### config.mk
export PLATFORM = sky130hd
export DESIGN_NAME = jt900h_ramprefetch
export DESIGN_NICKNAME = d
export VERILOG_FILES = /design/src/rtl/jt900h_ramprefetch.sv
export SDC_FILE = /design/constraint.sdc
export NUM_CORES = 1
export LEC_CHECK = 0
export ABC_CLOCK_PERIOD_IN_PS = 7200
export BUFFER_PORTS_ARGS = -buffer_cell sky130_fd_sc_hd__buf_2
export CORE_ASPECT_RATIO = 0.9
export CORE_UTILIZATION = 50
export DETAILED_ROUTE_END_ITERATION = 6
export GPL_ROUTABILITY_DRIVEN = 0
export MAX_ROUTING_LAYER = met4
export PLACE_DENSITY = 0.69
export SLEW_MARGIN = 5
export SYNTH_ARGS = -nofsm -noshare
export SYNTH_HDL_FRONTEND = slang
export SYNTH_SLANG_ARGS = --single-unit
### constraint.sdc
create_clock -name clk -period 7.2 [get_ports clk]
set_input_delay 0.72 -clock clk [delete_from_list [all_inputs] [get_ports clk]]
set_output_delay 0.72 -clock clk [all_outputs]
set_load 0.05 [all_outputs]
### src/rtl/jt900h_ramprefetch.sv
// rtl/jt900h_ramprefetch.sv - circular 16-bit RAM prefetch window serving unaligned OUTW-bit reads
// Optional invalidate input enabled by defining JT900H_RAMPF_INV_EN.
module jt900h_ramprefetch #(
    parameter int AW    = 24,
    parameter int DEPTH = 8,
    parameter int OUTW  = 32
) (
    input  logic            clk,
    input  logic            rst,
    input  logic            cen,
`ifdef JT900H_RAMPF_INV_EN
    input  logic            inv,
`endif
    input  logic [AW-1:0]   req_addr,
    output logic [OUTW-1:0] dout,
    output logic            ram_rdy,
    output logic [AW-1:0]   ram_addr,
    output logic            ram_cs,
    input  logic [15:0]     ram_dout,
    input  logic            ram_ok
);

    localparam int IW = $clog2(DEPTH);
    localparam int CW = IW + 1;

    logic [AW-2:0] bw;
    logic [IW-1:0] head;
    logic [CW-1:0] cnt;
    logic [15:0]   wbuf [DEPTH];

    logic [AW-2:0] wa, o;
    logic [CW:0]   nw, need;
    logic          in_win, hit, consume, fill, inv_act;
    logic [IW-1:0] idx0, idx1, idx2;
    logic [47:0]   win, win_sh;

`ifdef JT900H_RAMPF_INV_EN
    assign inv_act = inv;
`else
    assign inv_act = 1'b0;
`endif

    assign wa      = req_addr[AW-1:1];
    assign o       = wa - bw;
    assign nw      = (CW+1)'(OUTW/16) + (CW+1)'(req_addr[0]);
    assign in_win  = (o < (AW-1)'(DEPTH));
    assign need    = (CW+1)'(o[IW-1:0]) + nw;
    assign hit     = in_win && (need <= {1'b0, cnt});
    // o == cnt still counts as consume: the word arriving now is the new base word
    assign consume = (o <= (AW-1)'(cnt));

    assign ram_rdy  = hit & cen & ~rst & ~inv_act;
    assign ram_cs   = ~rst & (cnt < CW'(DEPTH));
    assign ram_addr = {bw + (AW-1)'(cnt), 1'b0};
    assign fill     = cen & ram_cs & ram_ok & ~inv_act;

    assign idx0   = head + o[IW-1:0];
    assign idx1   = idx0 + IW'(1);
    assign idx2   = idx0 + IW'(2);
    assign win    = {wbuf[idx2], wbuf[idx1], wbuf[idx0]};
    assign win_sh = req_addr[0] ? {8'd0, win[47:8]} : win;
    assign dout   = ram_rdy ? win_sh[OUTW-1:0] : '0;

    always_ff @(posedge clk) begin
        if (rst) begin
            bw   <= '0;
            head <= '0;
            cnt  <= '0;
            for (int i = 0; i < DEPTH; i++) wbuf[i] <= '0;
        end else if (cen) begin
            bw <= wa;
            if (inv_act || !consume) begin
                cnt <= '0;
            end else begin
                head <= head + o[IW-1:0];
                cnt  <= cnt - o[CW-1:0] + CW'(fill);
                if (fill) wbuf[head + cnt[IW-1:0]] <= ram_dout;
            end
        end
    end

endmodule

* Word-level counts from Yosys, hierarchy flattened
Memories as Yosys holds them, arrays and structs flattened. Cells that the tools add are included. W data, S select, Z words.
Storage, ports and cells: ROM bits 0, latch bits 0, bits in registers 30, bits in writable memories 128, memories 1, input port bits 44, logic and storage cells 40
Cells by class: eq/ne operators 0, multiply operators 0, $lt $le $gt $ge 4, bitwise logic cells 6, divide/modulo/power cells 0, reductions and logical operators 3, $add $sub $neg 10, mux-type cells 13, shift operators 0
Memory list:
- wbuf | words 8, bits a word 16, rd ports 3, clocked after memory_dff 0, write ports 8, line 29 | logic [15:0] wbuf [DEPTH];
Operator list (number):
- $mux W32 | 2
- $add A23 B4 Y23 | 1
- $le A23 B4 Y1 | 1
- $lt A23 B4 Y1 const B | 1
- $sub A23 B23 Y23 | 1
- $mux W16 | 1
- $reduce_or A16 Y1 | 1
- $mux W1 | 8
- $add A3 B3 Y3 | 2
- $and A1 B1 Y1 | 5
- $add A3 B3 Y4 | 1
- $add A4 B1 Y4 | 1
- $le A4 B4 Y1 | 1
- $lt A4 B4 Y1 const B | 1
- $mux W4 | 1
- $sub A4 B4 Y4 | 1
- $add A2 B1 Y3 const A | 1
- $add A3 B1 Y3 const B | 1
- $add A3 B2 Y3 const B | 1
- $mux W3 | 1
- $reduce_and A2 Y1 | 1
- $logic_and A1 B1 Y1 | 1
- $not A1 Y1 | 1

* Longest topological paths before layout
Gate-level depths: netlist of run 1.
depth after elaboration 11, mapped depth 18, gate-level depth less buffers 15

* Worst setup path before layout of run 1
Ideal clock, no wire load.
path type input-to-output, start input req_addr[1], end output dout[15], data required time 6.480 ns, arrival 6.026 ns, buffers on the path 5, slack 0.454 ns, stages 14, cell sequence inv_1 ha_1 fa_1 fa_1 clkbuf_1 buf_1 clkinv_1 buf_1 ha_1 clkbuf_1 buf_1 mux2i_1 and2_1 a211oi_1
RTL lines:
- from (decl) | line 14 | input logic [AW-1:0] req_addr,
- $sub A23 B23 Y23 (*) | line 44 | assign o = wa - bw;
- $add A3 B3 Y3 (*) | line 57 | assign idx0 = head + o[IW-1:0];
- named net idx0[1] | line 34 | logic [IW-1:0] idx0, idx1, idx2;
- $add A3 B1 Y3 | line 58 | assign idx1 = idx0 + IW'(1);
- $mem_v2 Z8 W16 (*)
- $mux W32 (*) | line 61 | assign win_sh = req_addr[0] ? {8'd0, win[47:8]} : win;
- $mux W32 (*) | line 62 | assign dout = ram_rdy ? win_sh[OUTW-1:0] : '0;
- to (decl) | line 15 | output logic [OUTW-1:0] dout,
Mark *: on every way through the listed nets, which the timed path passes. The rest lies on a longest branch.

* Worst setup path in the final report of run 1
start input req_addr[1], end output dout[17]
On the way: longest elaborated chain between the ends 7
RTL lines (line):
- $sub A23 B23 Y23 (*) | 44
- parallel branches: the longest is 5 deep, another holds $mem_v2 Z8 W16
- $mux W32 (*) | 62
Every way passes the cells marked *.

==> metrics.txt, run 1 <==
outcome=finished clean; Post-DP HPWL=19,320 µm; vias in the first global route=8,615; period utilization=81.36%; slew margin rel.=16.46%; setup bufs post-CTS=0; Clock transition at path regs=0.07 ns; row count=51; Main synth FF type=edfxtp_1; Max Transition Viols Final=0; pre-CTS setup slack=1.333 ns; antenna-violating nets left=0; clk_lat worst skew=0.44 ns; Setup Skew=0.01478 ns; initial antenna violation count=0; Cell variety after synth=69; global-route wire length before repair=46,700 µm; critical path type=in2out; Hold Buf Count CTS=0; # diodes=0; Cell Chain, Critical Path=buf_2 -> inv_1 -> ha_1 -> fa_1 -> fa_2 -> clkinv_1 -> buf_4 -> ha_1 -> xor2_4 -> buf_4 -> mux4_2 -> mux2i_1 -> and2_1 -> a211oi_2 -> buf_2; CTS tree=done; layout cells sized above 1=21.14%; Root Buffer=clkbuf_16; Mapped Avg Cell Area=10.16 µm²; power per cell area=216.6 nW/µm²; WL per Instance=19.86 µm; Worst setup EP type=output port; critical path's slowest cell=xor2_4; setup TNS=0 ns; final worst slack=1.342 ns; total grt overflow=0; Final Cell Area=12,530 µm²; Gate Count Post-Synth=1,114; DR iter-0 viols=809; die width=160.6 µm; GRT Total Usage=26.83%; RSZ-0062 raised after global routing=false; drt drc=0; maximum buffer depth of the clock tree=2; total number of vias=8,902; Final Setup Violations=0; Syn Nets=1,208; largest net degree at the start of global routing=66; VDD IR max=215.4 µV; Tmin final=5.858 ns; worst path required time=6.48 ns; Die Span Y=144.7 µm; Final Hold Viols=0; EDFF count, synth=128; Area growth, synth to finish=10.71%; htree depth=4; TritonCTS buffer count=17; Area after DPL=11,940 µm²; worst slew pin tran=1.252 ns; fmax=170.7 MHz; ys async rst share=0%; Max-cap violations=0; hold crit path type=reg2reg; R2R cell count=11; Worst Hold Depth=2; port buffer count=100; io pins=102; DRT Wirelength=29,180 µm; YS warnings=0; Seq/Total Area, Yosys=39.27%; Arrival @ worst endpoint=5.14 ns; crit start category=input pin; Starting Density=51.70%; most common cell after layout, fill and taps aside=nor2_1; crit-path max cell delay=0.78 ns; Crit Path Max Fanout=23; Core Area=21,890 µm²; post-synthesis cell area=11,320 µm²; Post-CTS Resized=0; most frequent cells in the layout=nor2_1 (233), edfxtp_1 (128), buf_2 (100); first-pass detailed-route iteration total=5; nets=1,259; leakage=4.816 nW; clock sinks=158; die area=23,240 µm²; Via density=6.060; #FFs+latches synth=158
==> metrics by stage <==
step / std cells / power (mW) / hold WS, ns / util [%]
after floorplan: 1114 / 1.636 / 0.4604 / -
after detailed placement: 1437 / 1.807 / 0.5077 / 54.53
final: 1469 / 2.713 / 0.5194 / 57.24
after global routing: 1469 / 2.828 / 0.5508 / 57.24
after global placement: 1437 / 1.794 / 0.4796 / 54.53
after CTS: 1469 / 2.713 / 0.5247 / 57.24
==> flip-flops by register name, summed over array words and instances (netlist names) <==
signal and cells:
bw 23, cnt 4, head 3, wbuf 128
==> worst max-delay path: cells and delay by family <==
family | cells | cell delay [ns]
XOR/XNOR | 1 | 0.78
multiplexers | 2 | 0.30
AO/OA/AOI/OAI | 1 | 0.27
adder cells (fa/ha/maj) | 4 | 1.65
AND/OR/NAND/NOR | 1 | 0.23
buffers and inverters | 6 | 1.16
==> cell usage after synthesis (8+ instances only) <==
cell type / n / share of area, %
nor2_1: 233 / 7.7
edfxtp_1: 128 / 34
nand2_1: 99 / 3.3
mux2i_1: 64 / 5.7
mux4_2: 64 / 13
o21ai_0: 49 / 2.2
inv_1: 47 / 1.6
ha_1: 45 / 5.0
a21oi_1: 37 / 1.6
xnor2_1: 35 / 2.7
clkbuf_1: 32 / 1.1
dfxtp_1: 30 / 5.3
buf_2: 26 / 1.1
a211oi_1: 21 / 1.4
and2_1: 21 / 1.2
nand4_1: 16 / 0.88
nand3_1: 14 / 0.62
nor3_1: 14 / 0.62
buf_1: 10 / 0.33
a21o_1: 8 / 0.53
nor2b_1: 8 / 0.44
o21bai_1: 8 / 0.53
==> area by class of cell <==
class | count | area [µm²]
multi-input cells | 829 | 6364
clock inverters | 15 | 167.7
fillers | 1884 | 9359
repair buffers | 111 | 583.1
inverters | 48 | 180.2
clock buffers | 17 | 425.4
flip-flops and latches | 158 | 4444
well taps | 291 | 364.1
==> power by group <==
group          total [mW]  internal [mW]  switching [mW]  leakage [nW]
Combinational       0.746          0.311           0.435          3.01
Clock               0.917          0.468           0.449         0.289
Sequential           1.05           1.02          0.0281          1.52
Total                2.71           1.80           0.912          4.82
==> path summary, 6_finish.rpt <==
| kind | startpoint | slack [ns] | endpoint |
|---|---|---|---|
| max | req_addr[1] | 1.34 | dout[17] |
| max reg2reg | bw[12] | 1.86 | wbuf[3][1] |
| min | bw[19] | 0.52 | bw[19] |
| min reg2reg | bw[19] | 0.52 | bw[19] |
==> routing by layer <==
| layer | vias up | routed length, µm | GRT usage [%] |
|---|---|---|---|
| li1 | 4141 | - | - |
| met1 | 4338 | 12930 | 36.16 |
| met2 | 383 | 13610 | 41.97 |
| met3 | 40 | 2105 | 4.047 |
| met4 | 0 | 521 | 8.571 |
| met5 | - | 0 | - |
==> logic make-up (layout without fill, tap and decap cells) <==
kind of cell / Yosys count / after routing / share of synthesized area, %
buffers and inverters: 127 / 191 / 5.119
adders and majority gates: 50 / 50 / 5.860
and+or+nand+nor: 438 / 438 / 17.66
other: 1 / 1 / 0.03314
DFF: 158 / 158 / 39.27
xor gates and xnor gates: 39 / 39 / 3.085
muxes: 132 / 132 / 18.80
AOI/OAI and AO/OA: 169 / 169 / 10.17
Note: power is estimated with default switching activity, not from simulation.
==> run 2, diff against run 1 <==
--- a/config.mk
+++ b/config.mk
@@ -5,7 +5,8 @@
 export SDC_FILE = /design/constraint.sdc
 export NUM_CORES = 1
 export LEC_CHECK = 0
-export ABC_CLOCK_PERIOD_IN_PS = 7200
+export ABC_AREA = 1
+export ABC_CLOCK_PERIOD_IN_PS = 5600
 export BUFFER_PORTS_ARGS = -buffer_cell sky130_fd_sc_hd__buf_2
 export CORE_ASPECT_RATIO = 0.9
 export CORE_UTILIZATION = 50
==> constraint.sdc (replaced) <==
create_clock -name clk -period 5.6 [get_ports clk]
set_input_delay 0.56 -clock clk [delete_from_list [all_inputs] [get_ports clk]]
set_output_delay 0.56 -clock clk [all_outputs]
set_load 0.05 [all_outputs]
==> run 2 against run 1 <==
Clock skew shrank 0.0018 ns. Via count rose by 20%. Largest cell class unchanged. First-iteration DRC count is 49% higher. Worst hold slack lost 0.15 ns.
==> metrics.txt, run 2 <==
Cell Chain, Critical Path=ha_1 -> fa_1 -> fa_1 -> xnor2_1 -> or2_1 -> nand2_1 -> inv_2 -> or2_0 -> nand2_1 -> inv_1 -> o21ai_1 -> nor2_1 -> nor3_1 -> buf_2; slew margin rel.=35.63%; WL per Instance=16.86 µm; Post-CTS Resized=0; share of the synthesized area in the top cell type=33.67%; Worst setup EP type=output port; most common cell after layout, fill and taps aside=nand2_1; Cell variety after synth=44; YS warnings=0; Gate power share=30.8%; ys async rst share=0%; Final Setup Violations=0; htree depth=4; Net Sw Frac=37.08%; synth cell count leaders=nand2_1 (300), nor2_1 (246), inv_1 (189); R2R cell count=12; Hold Buf Count CTS=0; critical path type=reg2out; Largest register FFs=128; die width=161.3 µm; Main synth FF type=edfxtp_1; Crit Path Max Fanout=21; CTS tree=done; setup bufs post-CTS=0; dominant cell by count in the synthesized netlist=nand2_1; Core Util, Final=56.51%; Die Span Y=145.4 µm; Seq/Total Area, Yosys=38.93%; top cells by area, synth=edfxtp_1 (34%), nand2_1 (9.9%), nor2_1 (8.1%); number of instances in the placed design=1,905; # fillers=2,124; VDD IR max=235.9 µV; clk_lat worst skew=0.45 ns; total grt overflow=0; worst setup path startpoint=bw[0]; crit start category=register; RR Startpoint=bw[0]; setup TNS=0 ns; Root Buffer=clkbuf_16; reg2reg end=wbuf[6][12]; worst slew pin tran=0.9655 ns; Final Cell Area=12,680 µm²; first-pass detailed-route iteration total=6; total number of vias=10,680; Tot Pwr=3.590 mW; Mapped Avg Cell Area=7.304 µm²; port buffer count=100; leakage=5.701 nW; TritonCTS buffer count=17; period utilization=91.05%; Final Hold Viols=0; DRT Wirelength=32,670 µm; RSZ-0062 raised after global routing=false; register share of total power=37.0%; final worst slack=0.5013 ns; Most flops, register=wbuf; Via density=5.514; area leader, netlist=edfxtp_1; WL met1=14,590 µm; vias in the first global route=9,531; Worst Hold Depth=2; hold crit path type=in2reg; most frequent cells in the layout=nand2_1 (300), nor2_1 (246), inv_1 (189); Gate Count Post-Synth=1,563; nets=1,721; Max Used Layer=met4; layout cells sized above 1=11.65%; io pins=102; power per cell area=283.0 nW/µm²; Arrival @ worst endpoint=4.54 ns; fmax=196.1 MHz; Routed met2 length=14,290 µm; outcome=finished clean; antenna-violating nets left=0; #FFs+latches synth=158; Clock transition at path regs=0.07 ns; EDFF count, synth=128; Int Pwr=2.259 mW; Max Transition Viols Final=0; sw power=1.331 mW; Area growth, synth to finish=11.11%; worst path required time=5.04 ns; Syn Nets=1,657; drt drc=0; initial antenna violation count=0; Layout Cells excl Fill=1,937; metal3 WL=3110 µm; Regs by FF count=wbuf x128, bw x23, cnt x4; Core Area=22,450 µm²; die area=23,440 µm²; Hold Path End=cnt[2]; GRT Total Usage=29.57%; Max-cap violations=0; Tmin final=5.099 ns; Area after DPL=12,120 µm²; hold slack=0.3663 ns; Hold Path Origin=rst; critical path's slowest cell=fa_1; global-route wire length before repair=52,050 µm; Starting Density=50.86%; largest net degree at the start of global routing=258; post-synthesis cell area=11,420 µm²; DR iter-0 viols=1,203; pre-CTS setup slack=0.6249 ns; # diodes=0; clock sinks=158; maximum buffer depth of the clock tree=2; R2R Setup Slk=1.33 ns; clock network power share=32.2%; row count=52; Post-DP HPWL=23,660 µm; Setup Skew=0.01303 ns; crit-path max cell delay=0.58 ns
==> run 2: cell types whose count changed after synthesis, sizes merged, moves of 64 or more <==
| cell | previous run | this run |
|---|---|---|
| nand2 | 99 | 308 |
| mux2i | 64 | 0 |
| a21oi | 40 | 132 |
| o21ai | 51 | 162 |
| inv | 47 | 197 |
| mux4 | 64 | 0 |
==> run 2: logic make-up after synthesis <==
kind of cell / after synthesis / share of synthesized area, %
XOR/XNOR: 33 / 2.532
other: 1 / 0.03285
adder cells (fa/ha/maj): 50 / 5.809
AND/OR/NAND/NOR: 690 / 26.07
AO/OA/AOI/OAI: 355 / 16.98
flip-flops: 158 / 38.93
buffers and inverters: 276 / 9.645
==> run 2: final cells by class <==
| type | instances | area [µm²] | share of cell area, % |
|---|---|---|---|
| clock buffer | 18 | 429.2 | 3.383 |
| clock inverter | 14 | 135.1 | 1.065 |
| inverter | 200 | 750.7 | 5.918 |
| multi-input combinational | 1129 | 5883 | 46.38 |
| sequential | 158 | 4444 | 35.04 |
| tap | 297 | 371.6 | 2.930 |
| timing repair buffer | 121 | 670.6 | 5.287 |
==> run 2: layer usage <==
metal  GRT usage, %  up-vias
met2          43.45      499
met1          41.61     4803
met5              -        -
met4          8.585        0
met3          5.272       47
li1               -     5331
==> run 2: worst max path at each step <==
stage / depth (start not counted) / end / slack, ns
6_report: 14 / dout[13] / 0.50
3_5_place_dp: 16 / dout[13] / 0.62
3_3_place_gp: 16 / dout[11] / 0.70
4_1_cts: 14 / dout[13] / 0.53
5_1_grt: 14 / dout[21] / 0.17
2_1_floorplan: 16 / dout[8] / 0.24
==> run 2: power groups by stage <==
| stage | sequential [mW] | combinational, mW | clock (mW) |
|---|---|---|---|
| 6_report | 1.33 | 1.10 | 1.16 |
| 5_1_grt | 1.33 | 1.23 | 1.21 |
| 4_1_cts | 1.33 | 1.09 | 1.16 |
| 3_5_place_dp | 1.35 | 1.08 | 0 |
| 3_3_place_gp | 1.35 | 1.07 | 0 |
| 2_1_floorplan | 1.35 | 0.787 | 0 |
==> run 2: worst max-delay path, delay by kind of cell, from the launching register on <==
kind	cells	cell delay, ns
and+or+nand+nor	6	1.33
adders and majority gates	3	1.25
buffers and inverters	3	0.75
DFF	1	0.33
AOI/OAI and AO/OA	1	0.32
xor gates and xnor gates	1	0.14
